### src/rtl/read_buffer_ctrl.sv
// Read-path sequencer for the 3-line pixel buffer: fetches SDRAM words over Avalon-MM
// and steps the 3x3 filter window through the frame, 8 columns at a time.
module read_buffer_ctrl #(
  parameter int unsigned IMG_WIDTH    = 640,
  parameter int unsigned IMG_HEIGHT   = 480,
  parameter logic [31:0] BASE_ADDR    = 32'h0000_0000,
  parameter int unsigned PIX_PER_STEP = 6
) (
  input  logic        clk,
  input  logic        n_rst,
  input  logic        start,
  output logic [31:0] master_address,
  output logic        master_read,
  input  logic        master_waitrequest,
  input  logic        master_readdatavalid,
  output logic        shift_enable24,
  output logic        load_read_buffer,
  output logic        shift_enable8,
  input  logic        pixel_done,
  output logic        busy,
  output logic        frame_done
);

  typedef enum logic [2:0] {
    IDLE, PRIME, PREFETCH, FILTER, SHIFT, NEXT_ROW
  } state_t;

  state_t      state;
  logic [15:0] row;
  logic [15:0] col;
  logic [1:0]  pf_row;
  logic [4:0]  issued_cnt;
  logic [4:0]  rx_cnt;
  logic [7:0]  pix_cnt;
  logic [2:0]  shift_cnt;

  logic       accept;
  logic       rx_evt;
  logic       can_issue;
  logic       more_cols;
  logic       more_cols_after_shift;
  logic       last_row;
  logic       pix_last;
  logic [4:0] issued_nxt;
  logic [4:0] rx_nxt;
  logic [4:0] target;

  function automatic logic [31:0] pix_addr(input logic [31:0] r, input logic [31:0] c);
    return BASE_ADDR + ((r * IMG_WIDTH + c) << 2);
  endfunction

  // Prime order is rows row+2, row+1, row so the oldest row ends up deepest in the cascade.
  function automatic logic [31:0] prime_addr(input logic [15:0] r, input logic [15:0] c,
                                             input logic [4:0] i);
    return pix_addr({16'd0, r} + 32'd2 - {30'd0, i[4:3]}, {16'd0, c} + {29'd0, i[2:0]});
  endfunction

  function automatic logic [31:0] prefetch_addr(input logic [15:0] r, input logic [1:0] p,
                                                input logic [15:0] c, input logic [2:0] i);
    return pix_addr({16'd0, r} + {30'd0, p}, {16'd0, c} + 32'd8 + {29'd0, i});
  endfunction

  assign accept     = master_read && !master_waitrequest;
  assign rx_evt     = master_readdatavalid && (state == PRIME || state == PREFETCH);
  assign issued_nxt = issued_cnt + {4'd0, accept};
  assign rx_nxt     = rx_cnt + {4'd0, rx_evt};
  assign target     = (state == PRIME) ? 5'd24 : 5'd8;
  assign can_issue  = (issued_nxt < target) && ((issued_nxt - rx_nxt) < 5'd8);

  assign more_cols             = ({16'd0, col} + 32'd8) < IMG_WIDTH;
  assign more_cols_after_shift = ({16'd0, col} + 32'd16) < IMG_WIDTH;
  assign last_row              = ({16'd0, row} + 32'd3) >= IMG_HEIGHT;
  assign pix_last              = ({24'd0, pix_cnt} + 32'd1) >= PIX_PER_STEP;

  always_ff @(posedge clk or negedge n_rst) begin
    if (!n_rst) begin
      state            <= IDLE;
      row              <= '0;
      col              <= '0;
      pf_row           <= '0;
      issued_cnt       <= '0;
      rx_cnt           <= '0;
      pix_cnt          <= '0;
      shift_cnt        <= '0;
      master_address   <= '0;
      master_read      <= 1'b0;
      shift_enable24   <= 1'b0;
      load_read_buffer <= 1'b0;
      shift_enable8    <= 1'b0;
      busy             <= 1'b0;
      frame_done       <= 1'b0;
    end else begin
      frame_done <= 1'b0;
      case (state)
        IDLE: begin
          if (start) begin
            state          <= PRIME;
            busy           <= 1'b1;
            row            <= '0;
            col            <= '0;
            pf_row         <= '0;
            issued_cnt     <= '0;
            rx_cnt         <= '0;
            shift_enable24 <= 1'b1;
            master_read    <= 1'b1;
            master_address <= prime_addr(16'd0, 16'd0, 5'd0);
          end
        end

        PRIME, PREFETCH: begin
          issued_cnt <= issued_nxt;
          rx_cnt     <= rx_nxt;
          if (rx_nxt == target) begin
            issued_cnt  <= '0;
            rx_cnt      <= '0;
            master_read <= 1'b0;
            if (state == PRIME) begin
              shift_enable24 <= 1'b0;
              if (more_cols) begin
                state            <= PREFETCH;
                load_read_buffer <= 1'b1;
                master_read      <= 1'b1;
                master_address   <= prefetch_addr(row, pf_row, col, 3'd0);
              end else begin
                state <= FILTER;
              end
            end else begin
              load_read_buffer <= 1'b0;
              pf_row           <= (pf_row == 2'd2) ? 2'd0 : pf_row + 2'd1;
              state            <= FILTER;
            end
          end else if (!(master_read && master_waitrequest)) begin
            // A stalled request keeps its address; otherwise issue the next word if allowed.
            master_read <= can_issue;
            if (can_issue)
              master_address <= (state == PRIME) ? prime_addr(row, col, issued_nxt)
                                                 : prefetch_addr(row, pf_row, col, issued_nxt[2:0]);
          end
        end

        FILTER: begin
          if (pixel_done) begin
            if (pix_last) begin
              pix_cnt <= '0;
              if (more_cols) begin
                state         <= SHIFT;
                shift_enable8 <= 1'b1;
                shift_cnt     <= '0;
              end else begin
                state <= NEXT_ROW;
              end
            end else begin
              pix_cnt <= pix_cnt + 8'd1;
            end
          end
        end

        SHIFT: begin
          if (shift_cnt == 3'd7) begin
            shift_enable8 <= 1'b0;
            col           <= col + 16'd8;
            if (more_cols_after_shift) begin
              state            <= PREFETCH;
              load_read_buffer <= 1'b1;
              master_read      <= 1'b1;
              master_address   <= prefetch_addr(row, pf_row, col + 16'd8, 3'd0);
            end else begin
              state <= FILTER;
            end
          end else begin
            shift_cnt <= shift_cnt + 3'd1;
          end
        end

        NEXT_ROW: begin
          if (!last_row) begin
            state          <= PRIME;
            row            <= row + 16'd1;
            col            <= '0;
            pf_row         <= '0;
            issued_cnt     <= '0;
            rx_cnt         <= '0;
            shift_enable24 <= 1'b1;
            master_read    <= 1'b1;
            master_address <= prime_addr(row + 16'd1, 16'd0, 5'd0);
          end else begin
            state      <= IDLE;
            busy       <= 1'b0;
            frame_done <= 1'b1;
          end
        end

        default: state <= IDLE;
      endcase
    end
  end

endmodule

### config.mk
export PLATFORM = sky130hd
export DESIGN_NAME = read_buffer_ctrl
export DESIGN_NICKNAME = d
export VERILOG_FILES = /design/src/rtl/read_buffer_ctrl.sv
export SDC_FILE = /design/constraint.sdc
export NUM_CORES = 1
export LEC_CHECK = 0
export CORE_MARGIN = 2
export CORE_UTILIZATION = 45
export DETAILED_ROUTE_END_ITERATION = 16
export PLACE_DENSITY = 0.65
export SETUP_SLACK_MARGIN = 0.1
export SLEW_MARGIN = 10
export SYNTH_ARGS = -nofsm -noshare
export SYNTH_HDL_FRONTEND = slang
export SYNTH_SLANG_ARGS = --single-unit
### constraint.sdc
create_clock -name clk -period 10.4 [get_ports clk]
set_input_delay 1.56 -clock clk [delete_from_list [all_inputs] [get_ports clk]]
set_output_delay 1.56 -clock clk [all_outputs]
set_load 0.03 [all_outputs]
==> reports/metrics.csv, run 1 <==
metric,value,unit
dieHeight,168,um
max_freq,0.119,GHz
min_path_cells,1,
initial_core_util,46.1,%
holdBufCountCts,0,
synth_flop_cell,dfrtp_1,
min_from,shift_cnt[0],
ys_seq_elements,91,
cts_tree,yes,
slowest_stage,clkdlybuf4s50_1,
dpl.hpwl,29000,um
fin_nets,1710,
critPathLaunchType,input pin,
drive_gt1_share,4.42,%
tightest_slew,1040,ps
area_growth_syn_to_layout,8.00,%
antenna_cells,0,
drt-total-wl,37400,um
ir_drop,115,uV
io_buffers,41,
grt_max_degree,54,
dr.pass1.iters,6,
hold_violations,0,
synth.top_cell.area_share,18.9,%
leakage,5.75,nW
yosysMostFrequentCell,ha_1,
synth.distinct_cells,92,
cts_resized,0,
r2r_slack,3150,ps
hold_ws,484,ps
cp_common_cell,ha_1,
skew,11.9,ps
cts_buffers,9,
worstSetupEndpointType,register,
crit_path_max_fanout,8,
fillers,2586,
setup_viol,0,
placementRows,59,
antenna_found_initial,0,
critPathArrivalTime,8680,ps
grt_pass1_vias,10600,
finalWorstSetupSlack,1980,ps
cp_slowest_stage_delay,490,ps
slew_violations,0,
setup-tns-final,0,ps
grt-ovfl-total,0,
cts_sinks,91,
yosysTopAreaCell,dfrtp_1,
reg2regPathDepth,29,
cts_root_buffer,clkbuf_16,
postCtsSetupBuffers,0,
ys_top_cells_by_count,"ha_1 (165), nand2_1 (145), nor2_1 (139), xnor2_1 (118), o21ai_0 (96)",
yosysWarningCount,0,
worstPathRequired,10660,ps
ios,44,
powerDensity,131,nW/um2
drc,0,
fin_crit,8420,ps
grt_use_total,26.5,%
grt_pass1_wl,59400,um
clock_path_buffers,2,
rsz0062_at_grt,false,
crit_type,input pin to register,
place_congestion,0.957,
netlist_instances,1533,
status,completed,
core,26200,um2
die_area,28200,um2
slew_headroom,30.4,%
fin_util,49.8,%
dp_slack,1730,ps
die_x,168,um
timing.final.crit_share,81.0,%
drv_cap,0,
postSynthAreaPerCell,7.88,um2
htreeDepth,3,
hold_class,register to register,
ys_seq_area_share,18.9,%
synth_edf_count,0,
viasPerCell,6.10,
r2r_end,master_address[31],
ant_nets,0,
postSynth.asyncResetShare,100,%
r2r-start,master_read,
drt_iter0_markers,928,
synth_area,12100,um2
vias,11400,
wl_per_cell,19.9,um
holdPathEnd,shift_cnt[0],
clk_latency,370,ps
synth_area_leaders,"dfrtp_1 (19%), ha_1 (17%), xnor2_1 (8.6%), nand2_1 (4.5%), nor2_1 (4.3%)",
path_clk_slew,80,ps
[cell families (layout without fill, tap and decap cells)]
logic type,after synthesis,after routing,share of synthesized area (%)
fa+ha+maj,171,171,18.1
simple gates,514,514,20.7
mux,13,13,1.12
buf+inv,145,148,4.71
compound gates,435,435,24.6
xor+xnor,163,163,11.8
flops,91,91,18.9
other cells,1,3,0.0311
[where the power goes]
part           leakage [nW]  switching, W  total (W)  internal, W
Sequential             1.21     0.0000813   0.000514     0.000432
Combinational          4.39      0.000540   0.000839     0.000299
Clock                 0.150      0.000187   0.000359     0.000173
[registers in the layout, indices dropped and copies added (netlist names)]
| signal | count |
|---|---|
| shift_cnt | 3 |
| shift_enable8 | 1 |
| master_read | 1 |
| pix_cnt | 8 |
| busy | 1 |
| row | 16 |
| shift_enable24 | 1 |
| col | 13 |
| load_read_buffer | 1 |
| state | 3 |
| issued_cnt | 5 |
| pf_row | 2 |
| frame_done | 1 |
| master_address | 30 |
| rx_cnt | 5 |
[through the flow]
| stage | total power [W] | cells | instance area [um2] |
|---|---|---|---|
| finish | 0.00171 | 1873 | 13000 |
| global placement | 0.00134 | 1857 | 12700 |
| floorplan | 0.00105 | 1535 | 12100 |
| global route | 0.00181 | 1873 | 13000 |
| detailed placement | 0.00135 | 1857 | 12700 |
| CTS | 0.00171 | 1873 | 13000 |
[per-layer routing]
metal / track usage (%) / up-vias / share of wire (%)
met4: 8.24 / 0 / 2.8
li1: - / 5586 / -
met2: 44.3 / 336 / 47
met3: 2.73 / 57 / 4.7
met5: 0 / - / 0
met1: 36.2 / 5444 / 46
[placed cells by master, fill, tap and decap left out, types with 13 or more instances in the layout]
cell type / netlist / final
ha_1: 165 / 165
nand2_1: 145 / 145
nor2_1: 139 / 138
xnor2_1: 118 / 118
o21ai_0: 96 / 96
dfrtp_1: 91 / 91
a21oi_1: 84 / 84
inv_1: 78 / 78
nand3_1: 58 / 58
xor2_1: 45 / 45
clkdlybuf4s50_1: 0 / 40
nor3_1: 33 / 33
o31ai_1: 30 / 30
a21o_1: 27 / 27
nand2b_1: 20 / 20
nor2b_1: 20 / 20
a211oi_1: 20 / 20
o22ai_1: 15 / 15
nor4_1: 14 / 14
and2_1: 13 / 13
o21a_1: 13 / 13
or3_1: 13 / 13
o211ai_1: 13 / 13
[worst max-delay path: cells and delay by family]
| family | cells | cell delay (ps) |
|---|---|---|
| AOI/OAI and AO/OA | 13 | 3310 |
| buffers and inverters | 4 | 800 |
| adders and majority gates | 6 | 1590 |
| xor gates and xnor gates | 3 | 660 |
| and+or+nand+nor | 4 | 760 |
[how the worst max path moves through the flow]
stage                  startpoint            endpoint  slack (ps)  cells after the start
2_1_floorplan  master_waitrequest  master_address[31]        2940                     29
3_3_place_gp   master_waitrequest  master_address[31]        1810                     30
3_5_place_dp   master_waitrequest  master_address[31]        1730                     30
4_1_cts        master_waitrequest  master_address[31]        2070                     30
5_1_grt        master_waitrequest  master_address[31]        1540                     30
6_report       master_waitrequest  master_address[31]        1980                     30
[final cells by class]
class / instances / area [um2] / share of cell area [%]
Tap cell: 335 / 419 / 3.21
Clock buffer: 9 / 225 / 1.73
Sequential cell: 91 / 2280 / 17.5
Clock inverter: 7 / 78.8 / 0.604
Multi-Input combinational cell: 1299 / 9250 / 70.9
Inverter: 80 / 300 / 2.30
Timing Repair Buffer: 52 / 490 / 3.76
(Power assumes the default switching activity.)
==> inputs of run 2 (changes only) <==
--- a/config.mk
+++ b/config.mk
@@ -8,7 +8,7 @@
 export CORE_MARGIN = 2
 export CORE_UTILIZATION = 45
 export DETAILED_ROUTE_END_ITERATION = 16
-export PLACE_DENSITY = 0.65
+export PLACE_DENSITY = 0.67
 export SETUP_SLACK_MARGIN = 0.1
 export SLEW_MARGIN = 10
 export SYNTH_ARGS = -nofsm -noshare
==> constraint.sdc (replaced) <==
create_clock -name clk -period 7.1 [get_ports clk]
set_input_delay 1.065 -clock clk [delete_from_list [all_inputs] [get_ports clk]]
set_output_delay 1.065 -clock clk [all_outputs]
set_load 0.03 [all_outputs]
==> run 2 against run 1 <==
  * Register-to-register slack got worse by 2300 ps
  * Power grew 50%
  * Worst setup slack worse by 1700 ps
  * Sequential share of layout area down 1.3 points
  * Global-route usage up 0.22 points
  * Clock power rose by 44%
  * Clock-buffer cell count stayed put
==> reports/metrics.csv, run 2 (synthesis results as in run 1) <==
metric,value,unit
skew,16.6,ps
r2r-start,master_read,
pwr-share-seq,28.8,%
largest_reg_flops,30,
grt-ovfl-total,0,
status,completed,
timing.final.crit_share,95.5,%
powerDensity,181,nW/um2
postLayoutCellArea,14100,um2
top_register,master_address,
reg_top3,"master_address (30), row (16), col (13)",
drc,0,
cp_slowest_stage_delay,500,ps
grt_use_total,26.7,%
switching_share,46.6,%
setup_viol,0,
r2r_slack,890,ps
cts_tree,yes,
die_area,28200,um2
slew_violations,0,
power_frac_clock,20.2,%
antenna_found_initial,0,
worstPathRequired,7320,ps
ios,44,
critPathLaunchType,input pin,
clock_path_buffers,2,
die_x,168,um
leakage,6.41,nW
mostFrequentLayoutCell,ha_1,
rsz0062_at_grt,false,
io_buffers,41,
slew_headroom,21.3,%
worstSetupEndpointType,register,
drt-total-wl,37900,um
hold_violations,0,
setup-tns-final,0,ps
fin_nets,1829,
antenna_cells,0,
htreeDepth,3,
clk_latency,380,ps
dieHeight,168,um
area_growth_syn_to_layout,17.0,%
r2r_end,master_address[28],
dpl.hpwl,29300,um
p_sw,0.00119,W
dr.pass1.iters,5,
combPwrFrac,51.1,%
dp_slack,-541,ps
drt_iter0_markers,860,
cp_common_cell,ha_1,
cts_sinks,91,
tightest_slew,1180,ps
place_congestion,0.979,
drv_cap,0,
drive_gt1_share,13.3,%
placementRows,59,
finalWorstSetupSlack,321,ps
fin_util,53.9,%
path_clk_slew,80,ps
internal_power,0.00137,W
min_from,master_address[7],
initial_core_util,46.1,%
crit_type,input pin to register,
crit_path_max_fanout,7,
viasPerCell,5.97,
core,26200,um2
ir_drop,172,uV
final_cell_mix,"ha_1 (161), nand2_1 (145), nor2_1 (137), buf_4 (130), xnor2_1 (113)",
slowest_stage,or4_1,
wl_per_cell,19.0,um
grt_pass1_wl,60500,um
ant_nets,0,
max_freq,0.148,GHz
cts_buffers,9,
cts_root_buffer,clkbuf_16,
holdPathEnd,master_address[7],
grt_pass1_vias,11300,
critPathArrivalTime,7000,ps
place_area,13600,um2
min_path_cells,1,
hold_class,register to register,
grt_max_degree,57,
vias,11900,
fin_crit,6780,ps
reg2regPathDepth,30,
## run 2: cell count changes in the layout (fill, tap and decap cells not counted), sizes merged
cell,change
dlygate4sd2,+1
clkdlybuf4s50,-1
buf,+119
## run 2: stage by stage
| step | hold WS, ps | cells | total power, W |
|---|---|---|---|
| 6_report | 499 | 1992 | 0.00256 |
| 5_1_grt | 531 | 1992 | 0.00269 |
| 4_1_cts | 505 | 1987 | 0.00254 |
| 3_5_place_dp | 485 | 1967 | 0.00202 |
| 3_3_place_gp | 468 | 1967 | 0.00199 |
| 2_1_floorplan | 455 | 1535 | 0.00154 |
## run 2: power by group through the flow
stage | Clock [W] | Sequential [W] | Combinational, W
after floorplan | 0 | 0.000849 | 0.000691
after global placement | 0 | 0.000741 | 0.00125
after detailed placement | 0 | 0.000744 | 0.00127
after CTS | 0.000520 | 0.000735 | 0.00128
after global routing | 0.000539 | 0.000750 | 0.00140
final | 0.000517 | 0.000736 | 0.00131
## run 2: timing repair
| item | in CTS | in global routing |
|---|---|---|
| pin swaps | 17 | 11 |
| gates cloned | 0 | 0 |
| hold buffers | 0 | 0 |
| gates resized for setup | 18 | 22 |
| endpoints found under the setup margin | 12 | 11 |
| setup buffers | 4 | 5 |
| endpoints found under the hold margin | 0 | 0 |
## run 2: worst max-delay path by stage
stage / cells past startpoint / slack, ps / end / start
after floorplan: 29 / 140 / master_address[31] / master_waitrequest
after global placement: 32 / -460 / master_address[31] / master_waitrequest
after detailed placement: 32 / -540 / master_address[31] / master_waitrequest
after CTS: 33 / 250 / master_address[28] / master_waitrequest
after global routing: 31 / 40 / master_address[22] / master_waitrequest
final: 31 / 320 / master_address[28] / master_waitrequest
## run 2: layout make-up
cell class	instances	area, um2
fill	2496	12100
multi-input combinational	1299	9440
sequential	91	2280
timing repair buffer	171	1400
tap	335	419
inverter	80	300
clock buffer	9	225
clock inverter	7	76.3
## run 2: layer usage
metal  vias up  GRT usage (%)  routed length [um]
met1      5630           34.9               16900
met4         0           12.4                1860
met2       365           44.1               17300
li1       5810              -                   -
met3        90           3.36                1880
met5         -              0                   0
## run 2: worst max-delay path, delay by kind of cell
family	cells	cell delay, ps
AO/OA/AOI/OAI	7	1160
adder cells (fa/ha/maj)	7	1790
XOR/XNOR	3	550
buffers and inverters	6	910
AND/OR/NAND/NOR	8	1540
